==> config.mk <==
export PLATFORM = sky130hd
export DESIGN_NAME = imu_rd_seq
export DESIGN_NICKNAME = d
export VERILOG_FILES = /design/src/rtl/imu_rd_seq.sv
export SDC_FILE = /design/constraint.sdc
export NUM_CORES = 1
export LEC_CHECK = 0
export CAP_MARGIN = 20
export CORE_MARGIN = 2
export CORE_UTILIZATION = 50
export CTS_BUF_LIST = sky130_fd_sc_hd__clkbuf_16
export DETAILED_ROUTE_END_ITERATION = 8
export PLACE_DENSITY_LB_ADDON = 0.05
export SYNTH_ARGS = -nofsm -noshare
export SYNTH_HDL_FRONTEND = slang
export SYNTH_SLANG_ARGS = --single-unit
==> constraint.sdc <==
create_clock -name clk -period 27.4 [get_ports clk]
set_input_delay 8.22 -clock clk [delete_from_list [all_inputs] [get_ports clk]]
set_output_delay 8.22 -clock clk [all_outputs]
set_load 0.005 [all_outputs]
==> src/rtl/imu_rd_seq.sv <==
// IMU readout sequencer: configures the IMU over an SPI master after power-up, then reads
// pitch rate and Z-accel on each data-ready interrupt and fuses them into a pitch estimate.
//
// state      | meaning
// INIT_WAIT  | power-on settle count
// CFG0..CFG3 | IMU configuration writes
// IDLE       | wait for synchronized INT
// RD_RL..AH  | read rate low/high, accel-Z low/high bytes
// UPDATE     | fuse sample into ptch_int, pulse vld
module imu_rd_seq #(
    parameter int          INIT_WAIT_W    = 16,
    parameter logic [15:0] PTCH_RT_OFFSET = 16'h0050,
    parameter logic [15:0] AZ_OFFSET      = 16'h00A0,
    parameter int          FUSION_GAIN    = 1024
) (
    input  logic        clk,
    input  logic        rst_n,
    input  logic        INT,
    input  logic        done,
    input  logic [15:0] rd_data,
    output logic        wrt,
    output logic [15:0] cmd,
    output logic [15:0] ptch,
    output logic [15:0] ptch_rt,
    output logic        vld
);

    typedef enum logic [3:0] {
        S_INIT_WAIT,
        S_CFG0,
        S_CFG1,
        S_CFG2,
        S_CFG3,
        S_IDLE,
        S_RD_RL,
        S_RD_RH,
        S_RD_AL,
        S_RD_AH,
        S_UPDATE
    } state_t;

    localparam logic [INIT_WAIT_W-1:0] CNT_MAX = {INIT_WAIT_W{1'b1}};
    localparam logic [INIT_WAIT_W-1:0] CNT_ONE = {{(INIT_WAIT_W-1){1'b0}}, 1'b1};

    state_t                 state_q, state_d;
    state_t                 xfer_next;
    logic [15:0]            xfer_cmd;
    logic                   pend_q, pend_d;
    logic [INIT_WAIT_W-1:0] cnt_q, cnt_d;
    logic                   int_meta_q, int_sync_q;
    logic [7:0]             rate_l_q, rate_l_d, rate_h_q, rate_h_d;
    logic [7:0]             az_l_q, az_l_d, az_h_q, az_h_d;
    logic [26:0]            ptch_int_q, ptch_int_d;
    logic [15:0]            ptch_q, ptch_d;
    logic [15:0]            ptch_rt_q, ptch_rt_d;
    logic                   vld_q, vld_d;

    logic [15:0]            rate_raw, rt_c, az_c, ptch_acc;
    logic signed [25:0]     prod;
    logic                   acc_gt;
    logic [26:0]            rt_c_ext, fus_gain, fusion, ptch_int_upd;
    logic                   unused_rd_hi;

    assign unused_rd_hi = ^rd_data[15:8];

    // Fusion datapath; only consumed in UPDATE, where the byte registers are all fresh.
    assign rate_raw     = {rate_h_q, rate_l_q};
    assign rt_c         = rate_raw - PTCH_RT_OFFSET;
    assign az_c         = {az_h_q, az_l_q} - AZ_OFFSET;
    assign prod         = $signed({{10{az_c[15]}}, az_c}) * $signed(26'd327);
    assign ptch_acc     = {{3{prod[25]}}, prod[25:13]};
    assign acc_gt       = $signed(ptch_acc) > $signed(ptch_q);
    assign rt_c_ext     = {{11{rt_c[15]}}, rt_c};
    assign fus_gain     = 27'(FUSION_GAIN);
    assign fusion       = acc_gt ? fus_gain : (27'd0 - fus_gain);
    assign ptch_int_upd = ptch_int_q - rt_c_ext + fusion;

    always_comb begin
        xfer_cmd  = 16'h0000;
        xfer_next = S_INIT_WAIT;
        case (state_q)
            S_CFG0:  begin xfer_cmd = 16'h0D02; xfer_next = S_CFG1;   end
            S_CFG1:  begin xfer_cmd = 16'h1160; xfer_next = S_CFG2;   end
            S_CFG2:  begin xfer_cmd = 16'h1250; xfer_next = S_CFG3;   end
            S_CFG3:  begin xfer_cmd = 16'h1460; xfer_next = S_IDLE;   end
            S_RD_RL: begin xfer_cmd = 16'hA400; xfer_next = S_RD_RH;  end
            S_RD_RH: begin xfer_cmd = 16'hA500; xfer_next = S_RD_AL;  end
            S_RD_AL: begin xfer_cmd = 16'hAC00; xfer_next = S_RD_AH;  end
            S_RD_AH: begin xfer_cmd = 16'hAD00; xfer_next = S_UPDATE; end
            default: ;
        endcase
    end

    always_comb begin
        state_d    = state_q;
        pend_d     = pend_q;
        cnt_d      = cnt_q;
        rate_l_d   = rate_l_q;
        rate_h_d   = rate_h_q;
        az_l_d     = az_l_q;
        az_h_d     = az_h_q;
        ptch_int_d = ptch_int_q;
        ptch_d     = ptch_q;
        ptch_rt_d  = ptch_rt_q;
        vld_d      = 1'b0;
        wrt        = 1'b0;
        cmd        = 16'h0000;
        case (state_q)
            S_INIT_WAIT: begin
                if (cnt_q == CNT_MAX) begin
                    state_d = S_CFG0;
                end else begin
                    cnt_d = cnt_q + CNT_ONE;
                end
            end
            S_IDLE: begin
                if (int_sync_q) state_d = S_RD_RL;
            end
            S_UPDATE: begin
                ptch_rt_d  = rate_raw;
                ptch_int_d = ptch_int_upd;
                ptch_d     = ptch_int_upd[26:11];
                vld_d      = 1'b1;
                state_d    = S_IDLE;
            end
            default: begin
                // pend_q low marks the issue cycle, so a done coinciding with wrt is never seen
                cmd = xfer_cmd;
                if (!pend_q) begin
                    wrt    = 1'b1;
                    pend_d = 1'b1;
                end else if (done) begin
                    pend_d  = 1'b0;
                    state_d = xfer_next;
                    case (state_q)
                        S_RD_RL: rate_l_d = rd_data[7:0];
                        S_RD_RH: rate_h_d = rd_data[7:0];
                        S_RD_AL: az_l_d   = rd_data[7:0];
                        S_RD_AH: az_h_d   = rd_data[7:0];
                        default: ;
                    endcase
                end
            end
        endcase
    end

    always_ff @(posedge clk or negedge rst_n) begin
        if (!rst_n) begin
            state_q    <= S_INIT_WAIT;
            pend_q     <= 1'b0;
            cnt_q      <= '0;
            int_meta_q <= 1'b0;
            int_sync_q <= 1'b0;
            rate_l_q   <= 8'h00;
            rate_h_q   <= 8'h00;
            az_l_q     <= 8'h00;
            az_h_q     <= 8'h00;
            ptch_int_q <= 27'd0;
            ptch_q     <= 16'h0000;
            ptch_rt_q  <= 16'h0000;
            vld_q      <= 1'b0;
        end else begin
            state_q    <= state_d;
            pend_q     <= pend_d;
            cnt_q      <= cnt_d;
            int_meta_q <= INT;
            int_sync_q <= int_meta_q;
            rate_l_q   <= rate_l_d;
            rate_h_q   <= rate_h_d;
            az_l_q     <= az_l_d;
            az_h_q     <= az_h_d;
            ptch_int_q <= ptch_int_d;
            ptch_q     <= ptch_d;
            ptch_rt_q  <= ptch_rt_d;
            vld_q      <= vld_d;
        end
    end

    assign ptch    = ptch_q;
    assign ptch_rt = ptch_rt_q;
    assign vld     = vld_q;

endmodule

# Yosys cells after proc, flatten, opt, wreduce, memory -nomap -nowiden
# Cells that the tools add are included.
# totals
input_bits	20
memories	0
rom_bits	0
latchBits	0
ramBits	0
wordCells	59
regBits	115
# op_classes
div_mod_pow	0
add_sub_neg	5
magnitude_cmp	1
n_shift	0
n_mux	14
eq_ne	13
mul	1
bitwise	2
n_reduce_logical	10
# op_table
cell	n
16-bit case mux with 8 select lines	1
4-bit case mux with 8 select lines	1
27-bit adder	1
27-bit 2-to-1 mux	1
27-bit subtractor	1
16-bit by 10-bit multiplier with 26-bit output, second input constant	1
4-bit AND reduction	5
16-bit by 1-bit adder with 16-bit output, second input constant	1
16-bit == test, second input constant	1
4-bit by 3-bit == test with 1-bit output, second input constant	4
13-bit by 16-bit > comparator with 1-bit output	1
16-bit 2-to-1 mux	1
4-bit 2-to-1 mux	4
16-bit by 7-bit subtractor with 16-bit output, second input constant	1
16-bit by 8-bit subtractor with 16-bit output, second input constant	1
4-bit == test, second input constant	3
4-bit case mux with 3 select lines	1
4-bit by 2-bit == test with 1-bit output, second input constant	2
4-bit nonzero test	2
1-bit 2-to-1 mux	5
4-bit by 1-bit == test with 1-bit output, second input constant	1
4-bit zero test	1
2-bit inequality test, second input constant	2
3-bit OR reduction	1
other kinds (2)	3

# Logic depth before layout (Yosys ltp)
# Gate-level depths: netlist of run 1.
# logic_depth
depth_word	5
depth_mapped	40
ltp_nobuf	39

# Worst setup path after synthesis of run 1
# Ideal clock, no wire load.
# synth_timing
path_kind	flip-flop to flip-flop
startpoint	register az_l_q[5]
endpoint	register ptch_int_q[26]
setup_slack_ps	17318
arrival_time_ps	9941
stages_incl_launch_ff	38
required_time_ps	27258
n_path_buf	0
cell_sequence	dfrtp_1 inv_1 ha_1 nand2b_1 nand3_1 xor2_1 inv_1 ha_1 ha_1 fa_1 fa_1 inv_1 fa_1 inv_1 ha_1 a21o_1 a21oi_1 a21boi_1 (+2 left out) xnor2_1 ha_1 and3_1 nand3_1 a211o_1 nand4_1 o211ai_2 fa_1 ha_1 a21o_1 a21o_1 a21oi_1 nand3_1 o21ai_0 o21ai_1 nor4b_1 nor4_1 o2111ai_1
# synth_between
elab_chain_len	5
# synth_rtl
item	line	source
start, declared	52	logic [7:0] az_l_q, az_l_d, az_h_q, az_h_d;
start signal, assigned	170	az_l_q <= az_l_d;
16-bit by 8-bit subtractor with 16-bit output	69	assign az_c = {az_h_q, az_l_q} - AZ_OFFSET;
16-bit by 10-bit multiplier with 26-bit output	70	assign prod = $signed({{10{az_c[15]}}, az_c}) * $signed(26'd327);
13-bit by 16-bit > comparator with 1-bit output	72	assign acc_gt = $signed(ptch_acc) > $signed(ptch_q);
27-bit 2-to-1 mux	75	assign fusion = acc_gt ? fus_gain : (27'd0 - fus_gain);
27-bit adder	76	assign ptch_int_upd = ptch_int_q - rt_c_ext + fusion;
end signal, assigned	172	ptch_int_q <= ptch_int_d;
end, declared	53	logic [26:0] ptch_int_q, ptch_int_d;
# Every way passes these cells.
# A chain may end at the register's enable or synchronous reset.

# Worst setup path in the final report of run 1
# layout_timing
startpoint	register state_q[2]
endpoint	output port wrt
# layout_between
elab_chain_len	3
word_cells_on_any_way	5
# layout_rtl
item	line	source
start, declared	45	state_t state_q, state_d;
start signal, assigned	163	state_q <= state_d;
4-bit == test, or another cell as far along	108	case (state_q)
3-bit OR reduction (no line) *	--	
1-bit 2-to-1 mux *	108	
end, declared	21	output logic wrt,
# Every way passes the cells marked *; elsewhere a longest branch is shown, timed or not.

==> results of run 1 <==
## flip-flops by register name, indices dropped and copies added, names as in the netlist
register,cells
state_q,4
cnt_q,16
int_meta_q,1
int_sync_q,1
rate_h_q,8
az_l_q,8
rate_l_q,8
vld,1
pend_q,1
ptch_int_q,27
az_h_q,8
ptch_rt,16
## worst paths after layout
path,startpoint,end,slack (ps)
worst min-delay path,int_meta_q,int_sync_q,350
min in group asynchronous,rst_n,ptch_int_q[26],7750
worst max register to register,az_l_q[5],ptch_int_q[26],17260
worst min register to register,int_meta_q,int_sync_q,350
max in group asynchronous,rst_n,cnt_q[5],18780
worst max-delay path,state_q[2],wrt,16540
## cells in the final DEF (no fill, tap or decap), drive strengths merged, types with 10 or more instances in the layout
cell type	count
ha	130
inv	129
nand2	107
dfrtp	99
o21ai	65
fa	57
clkdlybuf4s50	55
xnor2	49
nor2	35
a21oi	30
a21o	29
xor2	28
mux2	28
nor3	18
nand3	15
nand2b	10
nand4	10
clkbuf	10
## power by group through the flow
stage / Combinational [mW] / Sequential (mW) / Clock [mW]
floorplan: 0.00114 / 0.149 / 0
global placement: 0.00664 / 0.149 / 0
detailed placement: 0.00659 / 0.149 / 0
CTS: 0.00660 / 0.146 / 0.136
global route: 0.00763 / 0.146 / 0.140
finish: 0.00674 / 0.146 / 0.132
## routing by layer
layer | track usage | part of all wire | up-vias
met4 | 0.0579 | 0.014 | 0
met2 | 0.316 | 0.45 | 76
met3 | 0.0205 | 0.023 | 15
met5 | 0 | 0 | -
li1 | - | - | 3346
met1 | 0.300 | 0.52 | 3181
## synthesized netlist by cell type (8+ instances only)
library cell	instances
sky130_fd_sc_hd__dfrtp_1	99
sky130_fd_sc_hd__nor3_1	17
sky130_fd_sc_hd__ha_1	130
sky130_fd_sc_hd__clkbuf_1	18
sky130_fd_sc_hd__nor2b_1	8
sky130_fd_sc_hd__and3_1	8
sky130_fd_sc_hd__a21o_1	29
sky130_fd_sc_hd__fa_1	57
sky130_fd_sc_hd__nand2b_1	10
sky130_fd_sc_hd__nand4_1	10
sky130_fd_sc_hd__a21oi_1	30
sky130_fd_sc_hd__mux2_2	23
sky130_fd_sc_hd__nor2_1	35
sky130_fd_sc_hd__buf_4	24
sky130_fd_sc_hd__nand3_1	15
sky130_fd_sc_hd__inv_1	126
sky130_fd_sc_hd__nand2_1	106
sky130_fd_sc_hd__xor2_1	28
sky130_fd_sc_hd__o21ai_1	32
sky130_fd_sc_hd__xnor2_1	48
sky130_fd_sc_hd__o21ai_0	32
## cell type report
class,count,area share
well taps,229,0.0280
repair buffers,64,0.0623
multi-input cells,712,0.592
flip-flops and latches,99,0.242
clock inverters,7,0.00733
clock buffers,9,0.0220
inverters,127,0.0465
## worst max-delay path, delay by kind of cell, from the launching register on
kind / cells / cell delay (ps)
buffers and inverters: 2 / 800
DFF: 1 / 670
and+or+nand+nor: 3 / 810
## per-stage QoR
step	instances	worst slack (ps)	cell area, um^2
after floorplan	986	17320	9290
after detailed placement	1229	16930	9910
after CTS	1245	16510	10200
after global routing	1247	16300	10200
after global placement	1229	16880	9910
final	1247	16540	10200
## logic make-up (layout without fill, tap and decap cells)
kind of cell	after synthesis	count (layout)	share of synthesized area
adder cells (fa/ha/maj)	187	187	0.298
XOR/XNOR	77	77	0.0735
buffers and inverters	175	207	0.0824
multiplexers	30	30	0.0362
flip-flops	99	99	0.267
AND/OR/NAND/NOR	244	244	0.127
AO/OA/AOI/OAI	169	169	0.115
other	1	5	0.000404
==> parameters.txt, run 1 <==
Parameter                              Value

Power
  Logic pwr share    0.024
  Switching portion of total power    0.230
  Net switching power figure    65.6 uW
  Share of total power in the clock network    0.464
  Power per unit of standard cell area    around 28 nW/um^2
  Register share of total power    0.512
  Internal power consumption    220 uW
  Standby leakage power    about 5.2 nW
  Power after layout    between 200 and 300 uW
  Worst IR Drop VDD    about 0.032 mV

Finish
  Fraction of layout instances using a drive strength above 1    0.0599
  Share of the core filled with cells in the final layout    0.566
  Sequential cell area    about 2500 um^2
  Filler cell count    ~1600
  Synth-to-Final Area Change    10.4%
  Multi-input logic area    a little over 6000 um^2
  Number of nets in the finished design    between 1000 and 1500
  Antenna diode count    0

Die
  Starting utilization of the core area    0.513
  Die Ht    around 140 um
  Standard cell core area    about 18000 um^2
  Total number of placement rows    slightly below 50
  Area of the die    19700 um^2
  I/O pin cnt    70
  Die span in x    ~140 um

Routing
  Routed wire per std cell    14.9 um
  Number of remaining DRC errors    0
  Total length of routed wires    18.6 mm
  Total number of vias    ~6600
  Number of routed nets with antenna violations    0
  DRC violation total after the first TritonRoute iteration    262
  Number of vias per cell    roughly 5.3
  Detailed Routing Iterations Pass 1    5

Synth
  #FFs+latches synth    between 90 and 100
  Instance count of the mapped netlist    slightly below 1000
  Synthesized area divided by synthesized cell count    around 9.4 um^2
  Unique cell type count in the Yosys netlist    66
  Top cell type by total area after synthesis    sky130_fd_sc_hd__dfrtp_1
  Total standard cell area after synthesis    between 9000 and 10000 um^2
  Fraction of synthesized cell area taken by the top area cell type    0.267
  Sequential-to-total area share from yosys stat    0.267
  FFs w/ async S/R, synth    1.00
  Synth Flop Type    sky130_fd_sc_hd__dfrtp_1
  Leading cell types by total area after synthesis    sky130_fd_sc_hd__dfrtp_1, sky130_fd_sc_hd__ha_1, sky130_fd_sc_hd__fa_1, sky130_fd_sc_hd__inv_1, sky130_fd_sc_hd__xnor2_1
  EDFF count, synth    0
  Synth Warn #    0

Timing
  Final Critical Period    ~11000 ps
  Transition time at the pin with the least slew margin    around 1000 ps
  Setup Total Neg Slack    0 ps
  Final Max Tran Viols    0
  Setup repair after global routing missed its margin    false
  Ratio of final minimum period to clock period    0.397
  Max Clock Freq    92.0 MHz
  Fin Hold WS    354 ps
  Relative slew slack    0.310
  Clk_skew    12.0 ps
  Final setup violation count    0
  Final Hold Violating Endpoints    0

Outcome
  Outcome    completed

Worst setup path
  Worst EP required    19180 ps
  Cell breakdown of the critical path    nand2b_1 -> or2_2 -> inv_2 -> nor3_1 -> clkdlybuf4s50_1
  Maximum fanout encountered on the critical timing path    18
  Cell count of the worst reg-to-reg path    38
  Cell with the largest stage delay on the worst path    sky130_fd_sc_hd__dfrtp_1
  Arrival time at the worst endpoint    roughly 2600 ps
  Highest cell delay on the worst timing path    around 670 ps
  Crit Path Category    register to output port
  Kind of start point of the critical path    register
  Crit end category    output port

Placement
  Number of I/O port buffers    56
  Detailed placer's ending HPWL    ~14 mm
  Final weighted congestion of routability-driven global placement    about 0.80

Global routing
  Number of antenna violations at the first check in global routing    0
  Wire length of the first global-routing pass    32.1 mm
  All-layer global routing usage    0.202
  Via count of the first global-routing pass    between 6000 and 7000
  Pin count of the biggest net entering global routing    just under 80
  Residual overflow from global routing    0

CTS
  Number of levels the H-tree was split into    3
  Count of instances resized after the clock tree is built    0
  Clock sinks    99
  Root Buffer Master    sky130_fd_sc_hd__clkbuf_16
  Postcts setup bufs    0
  Cts-stage hold buffer count    0
  Largest buffer count on any clock path    2
  Clock latency at the later pin of the worst-skew pair    approximately 360 ps
  Total CTS buffers    9
  Clock transition at the register clock pins on the worst setup and hold paths after CTS    70 ps
  CTS tree    done

Hold path
  Number of instances on the worst hold path    0
  Hold crit path type    register to register

Run
  Max-Cap Viols    0
Power figures use the tool's default switching activity.
==> run 2: changes to the inputs <==
==> constraint.sdc (replaced) <==
create_clock -name clk -period 9.45 [get_ports clk]
set_input_delay 2.835 -clock clk [delete_from_list [all_inputs] [get_ports clk]]
set_output_delay 2.835 -clock clk [all_outputs]
set_load 0.005 [all_outputs]
==> parameters.txt, run 2 (synthesis results as in run 1) <==
Parameter                              Value

Worst setup path
  Kind of start point of the critical path    register
  Worst Setup EP    ptch_int_q[25]
  Maximum fanout encountered on the critical timing path    5 (-13)
  Cell with the largest stage delay on the worst path    sky130_fd_sc_hd__fa_1
  Crit end category    register
  Reg-to-reg setup timing slack    480 ps (-16780 ps)
  Crit Path Category    register to register
  Number of buffer and inverter stages on the critical path    5 (+3)
  Worst flop-to-flop path endpoint    ptch_int_q[25]
  Launch point of the critical path    az_h_q[1]
  Highest cell delay on the worst timing path    550 ps (-120 ps)
  Cell count of the worst reg-to-reg path    38 (unchanged)
  Number of gates on the worst path with buffers counted    38 (+33)
  Kind of cell with the highest combined delay on the critical path    adder cells
  Worst reg2reg path startpoint    az_h_q[1]
  Arrival time at the worst endpoint    9190 ps (+6550 ps)
  Worst EP required    9660 ps (-9520 ps)

Finish
  Fraction of layout instances using a drive strength above 1    0.107 (+0.0473)
  Largest register by flop count    ptch_int_q
  Commonest cells after routing, fill and taps aside    sky130_fd_sc_hd__ha_1, sky130_fd_sc_hd__inv_1, sky130_fd_sc_hd__nand2_1, sky130_fd_sc_hd__dfrtp_1, sky130_fd_sc_hd__fa_1
  Leading cell type in the layout, fill and taps excluded    sky130_fd_sc_hd__ha_1
  Number of nets in the finished design    1248 (+2.3%)
  Filler cell count    1631 (-1.1%)
  Antenna diode count    0 (unchanged)
  Flip-flop count of the largest register after layout    27 (unchanged)
  Synth-to-Final Area Change    14.2%

Routing
  Detailed Routing Iterations Pass 1    4 (-1)
  Routed wire per std cell    14.9 um (-0.33%)
  Total length of routed wires    18.9 mm (+1.8%)
  Number of remaining DRC errors    0 (unchanged)
  Number of vias per cell    5.26 (-0.88%)
  Number of routed nets with antenna violations    0 (unchanged)
  DRC violation total after the first TritonRoute iteration    204 (-22%)
  Total number of vias    6702 (+1.3%)

Timing
  Final Hold Violating Endpoints    0 (unchanged)
  Final setup violation count    0 (unchanged)
  Max Clock Freq    111 MHz
  Setup Total Neg Slack    0 ps (unchanged)
  Clk_skew    11.6 ps (-0.394 ps)
  Final Max Tran Viols    0 (unchanged)
  Transition time at the pin with the least slew margin    1080 ps (+51.6 ps)
  Final Critical Period    ~9000 ps
  Relative slew slack    0.275 (-0.0347)
  Ratio of final minimum period to clock period    0.950

Hold path
  Hold crit path type    register to register

Power
  Internal power consumption    663 uW (+200%)
  Net switching power figure    189 uW (+190%)
  Standby leakage power    5.34 nW (+3.0%)
  Switching portion of total power    0.222 (-0.00802)
  Worst IR Drop VDD    0.0855 mV (+160%)
  Power per unit of standard cell area    80.4 nW/um^2 (+190%)
  Register share of total power    0.497 (-0.015)
  Logic pwr share    0.022 (-0.002)
  Share of total power in the clock network    0.481 (+0.017)
  Power after layout    852 uW (+200%)

Global routing
  All-layer global routing usage    0.205 (+0.00250)
  Via count of the first global-routing pass    6544 (+0.75%)
  Wire length of the first global-routing pass    32.5 mm (+1.0%)
  Residual overflow from global routing    0 (unchanged)
  Pin count of the biggest net entering global routing    79 (unchanged)
  Number of antenna violations at the first check in global routing    0 (unchanged)

Die
  Starting utilization of the core area    0.513 (unchanged)
  Area of the die    19700 um^2 (unchanged)
  Standard cell core area    18100 um^2 (unchanged)
  Die span in x    140 um (unchanged)
  Total number of placement rows    49 (unchanged)
  Die Ht    140 um (unchanged)
  I/O pin cnt    70 (unchanged)

CTS
  Largest buffer count on any clock path    2 (unchanged)
  Total CTS buffers    9 (unchanged)
  Clock sinks    99 (unchanged)
  Root Buffer Master    sky130_fd_sc_hd__clkbuf_16
  CTS tree    done
  Number of levels the H-tree was split into    3 (unchanged)
  Clock transition at the register clock pins on the worst setup and hold paths after CTS    80 ps (about the same)
  Clock latency at the later pin of the worst-skew pair    350 ps (about the same)

Outcome
  Outcome    completed

Placement
  Final weighted congestion of routability-driven global placement    0.828 (+3.1%)
  Detailed placer's ending HPWL    14.6 mm (+1.2%)
  Number of I/O port buffers    56 (unchanged)

Run
  Max-Cap Viols    0 (unchanged)
## run 2: final cells by class
type	count	area (um^2)	share of cell area
clock buffer	9	225	0.0213
clock inverter	6	96.3	0.00910
inverter	127	477	0.0450
multi-input combinational	712	6200	0.585
sequential	99	2480	0.234
tap	229	287	0.0270
timing repair buffer	92	831	0.0784
## run 2: metal layers
| layer | GRT usage | wire length, um |
|---|---|---|
| met1 | 0.307 | 9820 |
| met4 | 0.0526 | 230 |
| met5 | 0 | 0 |
| met3 | 0.0260 | 485 |
| met2 | 0.315 | 8410 |
## run 2: how the worst min path moves through the flow
stage          slack (ps)  startpoint  cells after the start         end
3_3_place_gp          340  int_meta_q                      0  int_sync_q
2_1_floorplan         330  int_meta_q                      0  int_sync_q
4_1_cts               360  int_meta_q                      0  int_sync_q
6_report              350  int_meta_q                      0  int_sync_q
5_1_grt               370  int_meta_q                      0  int_sync_q
3_5_place_dp          340  int_meta_q                      0  int_sync_q
## run 2: what timing repair did
| item | in CTS | in global routing |
|---|---|---|
| endpoints found under the setup margin | 0 | 10 |
| hold endpoints to repair | 0 | 0 |
| buffers inserted | 0 | 6 |
| hold buffers | 0 | 0 |
| resized for setup | 0 | 28 |
## run 2: power by group through the flow
| stage | Sequential (mW) | Combinational (mW) | Clock (mW) |
|---|---|---|---|
| 6_report | 0.424 | 0.0185 | 0.410 |
| 4_1_cts | 0.424 | 0.0194 | 0.418 |
| 5_1_grt | 0.424 | 0.0211 | 0.438 |
| 2_1_floorplan | 0.432 | 0.00329 | 0 |
| 3_5_place_dp | 0.432 | 0.0195 | 0 |
| 3_3_place_gp | 0.432 | 0.0194 | 0 |
## run 2: metrics by stage
step	instances	setup WS, ps	utilization	hold slack (ps)	area [um^2]
detailed placement	1251	91.2	0.557	340	10100
global route	1274	-19.6	0.586	367	10600
finish	1274	475	0.586	354	10600
global placement	1251	121	0.557	344	10100
floorplan	986	170	-	331	9310
CTS	1266	61.1	0.575	356	10400
==> run 3: changes to the inputs <==
--- a/config.mk
+++ b/config.mk
@@ -11,6 +11,7 @@
 export CTS_BUF_LIST = sky130_fd_sc_hd__clkbuf_16
 export DETAILED_ROUTE_END_ITERATION = 8
 export PLACE_DENSITY_LB_ADDON = 0.05
+export SKIP_LAST_GASP = 1
 export SYNTH_ARGS = -nofsm -noshare
 export SYNTH_HDL_FRONTEND = slang
 export SYNTH_SLANG_ARGS = --single-unit
==> results of run 3 <==
The final DEF is identical to that of run 2; final timing and power are the same.
